`config.mk`:
```
export PLATFORM = sky130hd
export DESIGN_NAME = mole_game_ctrl
export DESIGN_NICKNAME = d
export VERILOG_FILES = /design/src/rtl/mole_game_ctrl_pkg.sv /design/src/rtl/mole_game_ctrl_lfsr.sv /design/src/rtl/mole_game_ctrl.sv
export SDC_FILE = /design/constraint.sdc
export NUM_CORES = 1
export LEC_CHECK = 0
export CAP_MARGIN = 20
export CORE_AREA = 2 2 84 106
export CTS_BUF_LIST = sky130_fd_sc_hd__clkbuf_4
export DETAILED_ROUTE_END_ITERATION = 6
export DIE_AREA = 0 0 86 108
export PLACE_DENSITY = 0.77
export RECOVER_POWER = 50
export SLEW_MARGIN = 30
export SYNTH_ARGS = -nofsm -noshare
export SYNTH_HDL_FRONTEND = slang
export SYNTH_SLANG_ARGS = --single-unit
```
`constraint.sdc`:
```
create_clock -name clk -period 8 [get_ports clk]
set_input_delay 1.2 -clock clk [delete_from_list [all_inputs] [get_ports clk]]
set_output_delay 1.2 -clock clk [all_outputs]
set_load 0.005 [all_outputs]
```
`src/rtl/mole_game_ctrl_pkg.sv`:
```
// mole_game_ctrl_pkg: shared state encoding, mole lifetimes and LFSR constants
package mole_game_ctrl_pkg;

    typedef enum logic [1:0] {
        ST_IDLE = 2'd0,
        ST_PLAY = 2'd1,
        ST_OVER = 2'd2
    } state_t;

    localparam int MS_PER_SEC     = 1000;
    localparam int LIFE_MS_EASY   = 1000;
    localparam int LIFE_MS_MEDIUM = 700;
    localparam int LIFE_MS_HARD   = 400;

    localparam logic [7:0] LFSR_SEED = 8'hA5;
    // Feedback bits 7,5,4,3 realise x^8+x^6+x^5+x^4+1
    localparam logic [7:0] LFSR_TAPS = 8'hB8;

    // Level 3 and above fall back to the hard lifetime
    function automatic logic [9:0] life_ms(input int level);
        return (level == 0) ? 10'(LIFE_MS_EASY) :
               (level == 1) ? 10'(LIFE_MS_MEDIUM) : 10'(LIFE_MS_HARD);
    endfunction

endpackage

```
`src/rtl/mole_game_ctrl_lfsr.sv`:
```
// mole_lfsr: free-running 8-bit Fibonacci LFSR supplying mole placement bits
module mole_lfsr
    import mole_game_ctrl_pkg::*;
#(
    parameter int OUT_BITS = 3
) (
    input  logic                clk,
    input  logic                rst,
    output logic [OUT_BITS-1:0] o_rand
);

    logic [7:0] r_lfsr;

    // Shift left every cycle, feeding back the parity of the tapped bits
    always_ff @(posedge clk) begin
        if (rst) r_lfsr <= LFSR_SEED;
        else     r_lfsr <= {r_lfsr[6:0], ^(r_lfsr & LFSR_TAPS)};
    end

    assign o_rand = r_lfsr[OUT_BITS-1:0];

endmodule

```
`src/rtl/mole_game_ctrl.sv`:
```
// mole_game_ctrl: round FSM, mole placement, lifetime/round timers and scoring
module mole_game_ctrl
    import mole_game_ctrl_pkg::*;
#(
    parameter int MS_CYCLES    = 100000,
    parameter int GAME_SECONDS = 30,
    parameter int MOLE_BITS    = 3,
    parameter int LEVEL_BITS   = 2,
    parameter int SCORE_WIDTH  = 8
) (
    input  logic                    clk,
    input  logic                    rst,
    input  logic                    start_pulse,
    input  logic                    clear_pulse,
    input  logic [LEVEL_BITS-1:0]   difficulty_level,
    input  logic [2**MOLE_BITS-1:0] hit_pulse,
    output logic [2**MOLE_BITS-1:0] mole_onehot,
    output logic [SCORE_WIDTH-1:0]  score,
    output logic [SCORE_WIDTH-1:0]  high_score,
    output logic [7:0]              time_left,
    output logic [1:0]              game_state,
    output logic                    game_over
);

    localparam int NUM_MOLES = 2**MOLE_BITS;
    localparam int PW        = (MS_CYCLES > 1) ? $clog2(MS_CYCLES) : 1;
    localparam logic [NUM_MOLES-1:0] ONE = NUM_MOLES'(1);

    state_t                 r_state, w_state_nxt;
    logic [PW-1:0]          r_pre;
    logic [9:0]             r_life_ms, r_sec_ms;
    logic [LEVEL_BITS-1:0]  r_level;
    logic [MOLE_BITS-1:0]   r_idx, w_rand, w_new_idx;
    logic [NUM_MOLES-1:0]   r_mole;
    logic [SCORE_WIDTH-1:0] r_score, r_high, w_score_hit, w_score_fin;
    logic [7:0]             r_time;
    logic                   w_play, w_tick, w_hit, w_expire, w_sec, w_end, w_start, w_clear;

    mole_lfsr #(.OUT_BITS(MOLE_BITS)) u_lfsr (
        .clk    (clk),
        .rst    (rst),
        .o_rand (w_rand)
    );

    assign w_play      = (r_state == ST_PLAY);
    assign w_tick      = w_play && (r_pre == PW'(MS_CYCLES - 1));
    assign w_hit       = w_play && |(hit_pulse & r_mole);
    assign w_expire    = w_tick && (r_life_ms == life_ms(int'(r_level)) - 10'd1);
    assign w_sec       = w_tick && (r_sec_ms == 10'(MS_PER_SEC - 1));
    assign w_end       = w_sec && (r_time == 8'd1);
    assign w_clear     = !w_play && clear_pulse;
    assign w_start     = !w_play && start_pulse && !clear_pulse;
    assign w_new_idx   = (w_rand == r_idx) ? MOLE_BITS'(r_idx + 1'b1) : w_rand;
    assign w_score_hit = (&r_score) ? r_score : r_score + 1'b1;
    assign w_score_fin = w_hit ? w_score_hit : r_score;

    // Round FSM next state: clear beats start; a round ends when the last second expires
    always_comb begin
        w_state_nxt = r_state;
        if (w_clear)      w_state_nxt = ST_IDLE;
        else if (w_start) w_state_nxt = ST_PLAY;
        else if (w_end)   w_state_nxt = ST_OVER;
    end

    // Round FSM state register
    always_ff @(posedge clk) begin
        if (rst) r_state <= ST_IDLE;
        else     r_state <= w_state_nxt;
    end

    // Timers, mole placement and scoring
    always_ff @(posedge clk) begin
        if (rst) begin
            r_pre     <= '0;
            r_life_ms <= '0;
            r_sec_ms  <= '0;
            r_level   <= '0;
            r_idx     <= '0;
            r_mole    <= '0;
            r_score   <= '0;
            r_high    <= '0;
            r_time    <= '0;
        end else begin
            r_pre     <= (!w_play || w_tick) ? '0 : r_pre + 1'b1;
            r_life_ms <= (!w_play || w_hit || w_expire) ? '0 : (w_tick ? r_life_ms + 1'b1 : r_life_ms);
            r_sec_ms  <= (!w_play || w_sec) ? '0 : (w_tick ? r_sec_ms + 1'b1 : r_sec_ms);
            if (w_start) r_level <= difficulty_level;
            r_time <= w_start ? 8'(GAME_SECONDS) : (w_sec ? r_time - 1'b1 : r_time);
            if (w_start) begin
                r_idx  <= w_rand;
                r_mole <= ONE << w_rand;
            end else if (w_end) begin
                r_mole <= '0;
            end else if (w_hit || w_expire) begin
                r_idx  <= w_new_idx;
                r_mole <= ONE << w_new_idx;
            end
            if (w_clear || w_start) r_score <= '0;
            else if (w_hit)         r_score <= w_score_hit;
            if (w_clear)                              r_high <= '0;
            else if (w_end && (w_score_fin > r_high)) r_high <= w_score_fin;
        end
    end

    assign mole_onehot = r_mole;
    assign score       = r_score;
    assign high_score  = r_high;
    assign time_left   = r_time;
    assign game_state  = r_state;
    assign game_over   = (r_state == ST_OVER);

endmodule
```
=== Word-level counts from Yosys, hierarchy flattened ===
Index checks and enable logic that the tools add are counted.
W data, S select, Z words.

* Flip-flop bits (word level): 84
* Input bits: 14
* Output and inout port bits: 35
* Logic and storage cells: 81

* Add/sub/neg operators: 7
* Magnitude comparators: 1
* Eq/ne operators: 9
* Shift operators: 2
* Muxes and demuxes: 15
* Bitwise logic cells: 1
* Reduce and logical (&&, ||, !) cells: 33

{| class="wikitable"
|+ Operators by type and width
! operator !! count
|-
| $mux W8 || 5
|-
| $add A10 B1 Y10 const B || 2
|-
| $mux W10 || 2
|-
| $add A17 B1 Y17 const B || 1
|-
| $eq A17 B17 Y1 const B || 1
|-
| $shl A1 B3 Y8 const A || 2
|-
| $mux W3 || 4
|-
| $reduce_or A2 Y1 || 6
|-
| $eq A10 B10 Y1 || 1
|-
| $eq A10 B10 Y1 const B || 1
|-
| $mux W5 || 2
|-
| $sub A10 B1 Y10 const B || 1
|-
| $logic_and A1 B1 Y1 || 9
|-
| $add A8 B1 Y8 const B || 1
|-
| $and A8 B8 Y8 || 1
|-
| $eq A8 B1 Y1 const B || 1
|-
| $gt A8 B8 Y1 || 1
|-
| $reduce_and A8 Y1 || 1
|-
| $reduce_or A8 Y1 || 1
|-
| $reduce_xor A8 Y1 || 1
|-
| $sub A8 B1 Y8 const B || 1
|-
| $logic_or A1 B1 Y1 || 6
|-
| $reduce_bool A2 Y1 || 3
|-
| $eq A2 B2 Y1 const B || 2
|-
| other kinds (10) || 12
|}

=== Longest topological paths before layout ===
* Depth in word-level cells: 10
* Depth in mapped cells: 12
* Gate-level depth less buffers: 12

=== Hierarchy ===
A second synthesis with hierarchy kept.

* Cells, all modules: 487
* Area, all modules: 4211.5 um2

{| class="wikitable"
|+ Modules (own cells, without submodules)
! module !! times used !! cells each !! area each (um2) !! seq. area each (um2)
|-
| mole_game_ctrl || 1 || 465 || 3952.5 || 1521.5
|-
| mole_lfsr || 1 || 22 || 259.0 || 160.2
|}

=== Worst setup path before layout ===
Ideal clock, no wire load.

* Path kind: input to register
* Start point: input port hit_pulse[0]
* End point: register r_high[6] (netlist: high_score[6])
* Arrival time: 3822 ps
* Slack: 4051 ps
* Stages on the path: 12
* Cell sequence: a22oi_1 a41oi_1 clkbuf_1 nand4_1 mux2_2 ha_1 nand2_1 o21ai_0 mux2i_1 a2111oi_4 mux2i_1 nor2_1

* Word-level cells in the longest chain between the ends: 6

{| class="wikitable"
|+ Ends and longest elaborated chain
! element !! line !! RTL
|-
| start: declaration || mole_game_ctrl.sv:16 || <nowiki>input logic [2**MOLE_BITS-1:0] hit_pulse,</nowiki>
|-
| $and A8 B8 Y8 || mole_game_ctrl.sv:47 || <nowiki>assign w_hit = w_play && |(hit_pulse & r_mole);</nowiki>
|-
| $reduce_or A8 Y1 || mole_game_ctrl.sv:47 ||
|-
| $logic_and A1 B1 Y1 || mole_game_ctrl.sv:47 ||
|-
| $mux W8 || n/a ||
|-
| net w_score_fin[7] || mole_game_ctrl.sv:35 || <nowiki>logic [SCORE_WIDTH-1:0] r_score, r_high, w_score_hit, w_score_fin;</nowiki>
|-
| $gt A8 B8 Y1 || mole_game_ctrl.sv:101 || <nowiki>else if (w_end && (w_score_fin > r_high)) r_high <= w_score_fin;</nowiki>
|-
| $logic_and A1 B1 Y1 || mole_game_ctrl.sv:101 ||
|-
| end signal: assignment || mole_game_ctrl.sv:101 ||
|-
| end: declaration || mole_game_ctrl.sv:35 ||
|}

The timed path passes the listed nets, and every way through them passes these cells.
A chain may end at the register's enable or synchronous reset.

=== Final worst setup path ===
Ends and elaborated chain as after synthesis.

==> results.md <==
* GPL Wtd Cong at 0.8699
* Starting DRT DRC Count at 240
* Final WL at 9.570 mm
* Post-cts resize count at 0
* Clock transition at the registers of the reported paths at 0.13 ns
* Number of global-route vias before repair at 3687
* Post-synthesis sequential area ratio at 38.08%
* Avg Cell Area, Syn at 8.491 µm²
* Max-Cap Viols at 1
* CTS Buf Count at 9
* Share of layout cells above drive strength 1 at 7.843%
* Cells after Synth at 520
* Area delta synth->final at 15.67%
* Count of final setup violators at 0
* FF-to-FF setup slack at 4.41 ns
* Pwr dens at 160.6 nW/µm²
* Setup Buffers After CTS at 0
* Starting density of the core at 53.89%
* Cell variety after synth at 54
* Rel. slew slack at -1.874%
* Placed Area at 4940 µm²
* Clock skew at 0.02124 ns
* Worst Setup End Kind: flip-flop
* Longest Clk Path Bufs at 2
* Post-CTS Hold Buffers at 0
* Post-synth net total at 549
* Final Slew Violations at 35
* DRT Pass-1 Iters at 4
* Mean number of vias per cell at 5.766
* Final period util at 54.93%
* Hold WC Path Type: reg -> reg
* Worst-margin pin slew at 1.528 ns
* IO buf count at 48
* Hpwl dp at 6.897 mm
* Crit-path max FO at 11
* Status: finished with violations
* Critical Path Source Type: input port
* Fmax at 0.2276 GHz
* Critical path arrival at 4.73 ns
* GRT Util Overall at 21.48%
* Largest net degree at the start of global routing at 35
* Pleak at 0.001785 µW
* RSZ-0062 raised after global routing: false
* Die Ht at 108 µm
* Total grt overflow at 0
* Worst-Skew Late Latency at 0.44 ns
* Ys flop type: dfxtp_1
* FP Rows at 37
* Core area at 8194 µm²
* Setup CP Type: in -> reg
* CTS root buf: clkbuf_4
* Final Hold Vio Count at 0
* TritonCTS clock tree: yes
* Final Core Density at 62.33%
* Mean routed wirelength per cell at 14.54 µm
* Seq cells post-synth at 84
* Post-synth EDFFs at 0
* I/O Pins at 49
* Fin nets at 585
* Final Critical Period at 4.394 ns
* Initial antenna violation count at 0
* # diodes at 0
* Yosys warns at 0
* Req. time, crit path at 8.34 ns
* Failing checks: capacitance limit, slew limit
* Cell Area, Synth at 4415 µm²
* DR vias at 3794
* Die Footprint at 9288 µm²
* H-tree depth at 3
* Post-route design area at 5107 µm²
* Worst vdd ir at 110.2 µV
* Global-route wire length before repair at 16.11 mm
* Asr flop ratio synth at 0%
* # DRC at 0
* Post-route setup TNS at 0 ns
* Remaining antenna violation count after routing at 0
* Horiz. Die Dim at 86 µm
* CTS sink count at 84
sequential cells by signal, summed over array words and instances (netlist names), 3 cells and up:
| register | flops |
|---|---|
| u_lfsr.r_lfsr | 8 |
| mole_onehot | 8 |
| r_pre | 17 |
| r_life_ms | 10 |
| high_score | 8 |
| r_sec_ms | 10 |
| score | 8 |
| time_left | 8 |
| r_idx | 3 |
cells by family (layout without fill, tap and decap cells):
logic type      Yosys count  count (layout)  synth area share (%)
simple gates            230             230                 28.70
compound gates           84              84                 12.33
flops                    84              84                 38.08
buf+inv                  49              90                 4.534
xor+xnor                 43              43                 8.529
fa+ha+maj                15              15                 4.250
mux                      15              15                 3.570
where the power goes:
part	internal [µW]	switching, µW	total [µW]
Combinational	45.0	54.6	99.5
Sequential	430	16.4	446
Clock	132	142	274
synth_stat cells (2+ instances only):
| cell type | count | area, µm² |
|---|---|---|
| or4b_1 | 2 | 20.02 |
| nor2_1 | 58 | 217.7 |
| nor4b_1 | 2 | 17.52 |
| or3_1 | 9 | 56.30 |
| and3_1 | 12 | 75.07 |
| xnor2_1 | 20 | 175.2 |
| and2_1 | 4 | 25.02 |
| clkbuf_1 | 19 | 71.32 |
| nor4_4 | 2 | 42.54 |
| nor3_1 | 29 | 145.1 |
| o32ai_1 | 4 | 35.03 |
| inv_1 | 24 | 90.09 |
| mux2_2 | 6 | 67.56 |
| nor3_2 | 4 | 40.04 |
| a31oi_1 | 8 | 50.05 |
| nor4_2 | 2 | 25.02 |
| nor2b_1 | 11 | 68.82 |
| a41oi_1 | 2 | 17.52 |
| nor4_1 | 5 | 31.28 |
| and4_1 | 4 | 35.03 |
| xor2_1 | 23 | 201.4 |
| a22oi_1 | 4 | 30.03 |
| buf_2 | 4 | 20.02 |
| a211oi_1 | 5 | 37.54 |
| nand2_1 | 34 | 127.6 |
| dfxtp_1 | 84 | 1682 |
| a21oi_1 | 31 | 155.2 |
| nand3_1 | 12 | 60.06 |
| ha_1 | 15 | 187.7 |
| or2_2 | 7 | 43.79 |
| o21ai_0 | 16 | 80.08 |
| nand2b_1 | 13 | 81.33 |
| a211o_1 | 2 | 17.52 |
| o21a_1 | 2 | 15.01 |
| nand4_1 | 12 | 75.07 |
| mux2i_1 | 9 | 90.09 |
| o2111ai_1 | 3 | 26.28 |
placed cells by master, fill, tap and decap left out, types with 3 or more instances in the layout:
cell / instances
clkdlybuf4s50_1: 25
and4_1: 4
xor2_1: 23
nor3_1: 29
a21oi_1: 31
and3_1: 12
and2_1: 4
xnor2_1: 20
o32ai_1: 4
nand2b_1: 13
nor2b_1: 11
mux2i_1: 9
nor4_1: 5
a22oi_1: 4
dlygate4sd3_1: 23
nor2_1: 58
o21ai_0: 16
mux2_2: 6
clkbuf_4: 11
o2111ai_1: 3
inv_1: 24
ha_1: 15
nand3_1: 12
nand4_1: 12
or3_1: 9
nor3_2: 4
a211oi_1: 4
or2_2: 6
dfxtp_1: 84
nand2_1: 34
a31oi_1: 8
worst paths after layout:
path / cells after the start / to / startpoint
min: 1 / u_lfsr.r_lfsr[7] / u_lfsr.r_lfsr[6]
min reg2reg: 1 / u_lfsr.r_lfsr[7] / u_lfsr.r_lfsr[6]
max: 12 / high_score[6] / hit_pulse[0]
max reg2reg: 11 / high_score[6] / game_state[1]
layout make-up:
| cell class | instances | area [µm²] |
|---|---|---|
| clock buffers | 11 | 82.58 |
| clock inverters | 5 | 76.32 |
| fillers | 693 | 3087 |
| inverters | 24 | 90.09 |
| multi-input cells | 387 | 2564 |
| flip-flops and latches | 84 | 1682 |
| well taps | 97 | 121.4 |
| repair buffers | 50 | 491.7 |
worst max-delay path: stages:
cell and delay [ns]:
clkdlybuf4s50_1 0.46, a22oi_1 0.11, a41oi_2 0.56, o21a_1 0.29
mux2_2 0.38, ha_1 0.31, nor2b_1 0.16, o21a_1 0.12
o21ai_0 0.12, a2111oi_4 0.71, mux2i_1 0.27, nor2_1 0.05
routing by layer:
| layer | wire [µm] | track usage [%] | vias to the layer above |
|---|---|---|---|
| met3 | 462 | 4.427 | 20 |
| met2 | 4677 | 38.32 | 104 |
| met4 | 231 | 9.524 | 0 |
| li1 | - | - | 1907 |
| met1 | 4199 | 24.46 | 1763 |
| met5 | 0 | 0 | - |
stage by stage:
stage | worst slack [ns] | hold slack [ns] | power, µW | instances
4_1_cts | 3.346 | 0.4353 | 824.2 | 658
3_5_place_dp | 2.855 | 0.4079 | 554.7 | 642
5_1_grt | 3.385 | 0.4459 | 853.6 | 658
6_report | 3.606 | 0.4335 | 820.0 | 658
2_1_floorplan | 4.051 | 0.3895 | 521.7 | 520
3_3_place_gp | 3.047 | 0.3974 | 550.3 | 642
Power figures use the tool's default switching activity.
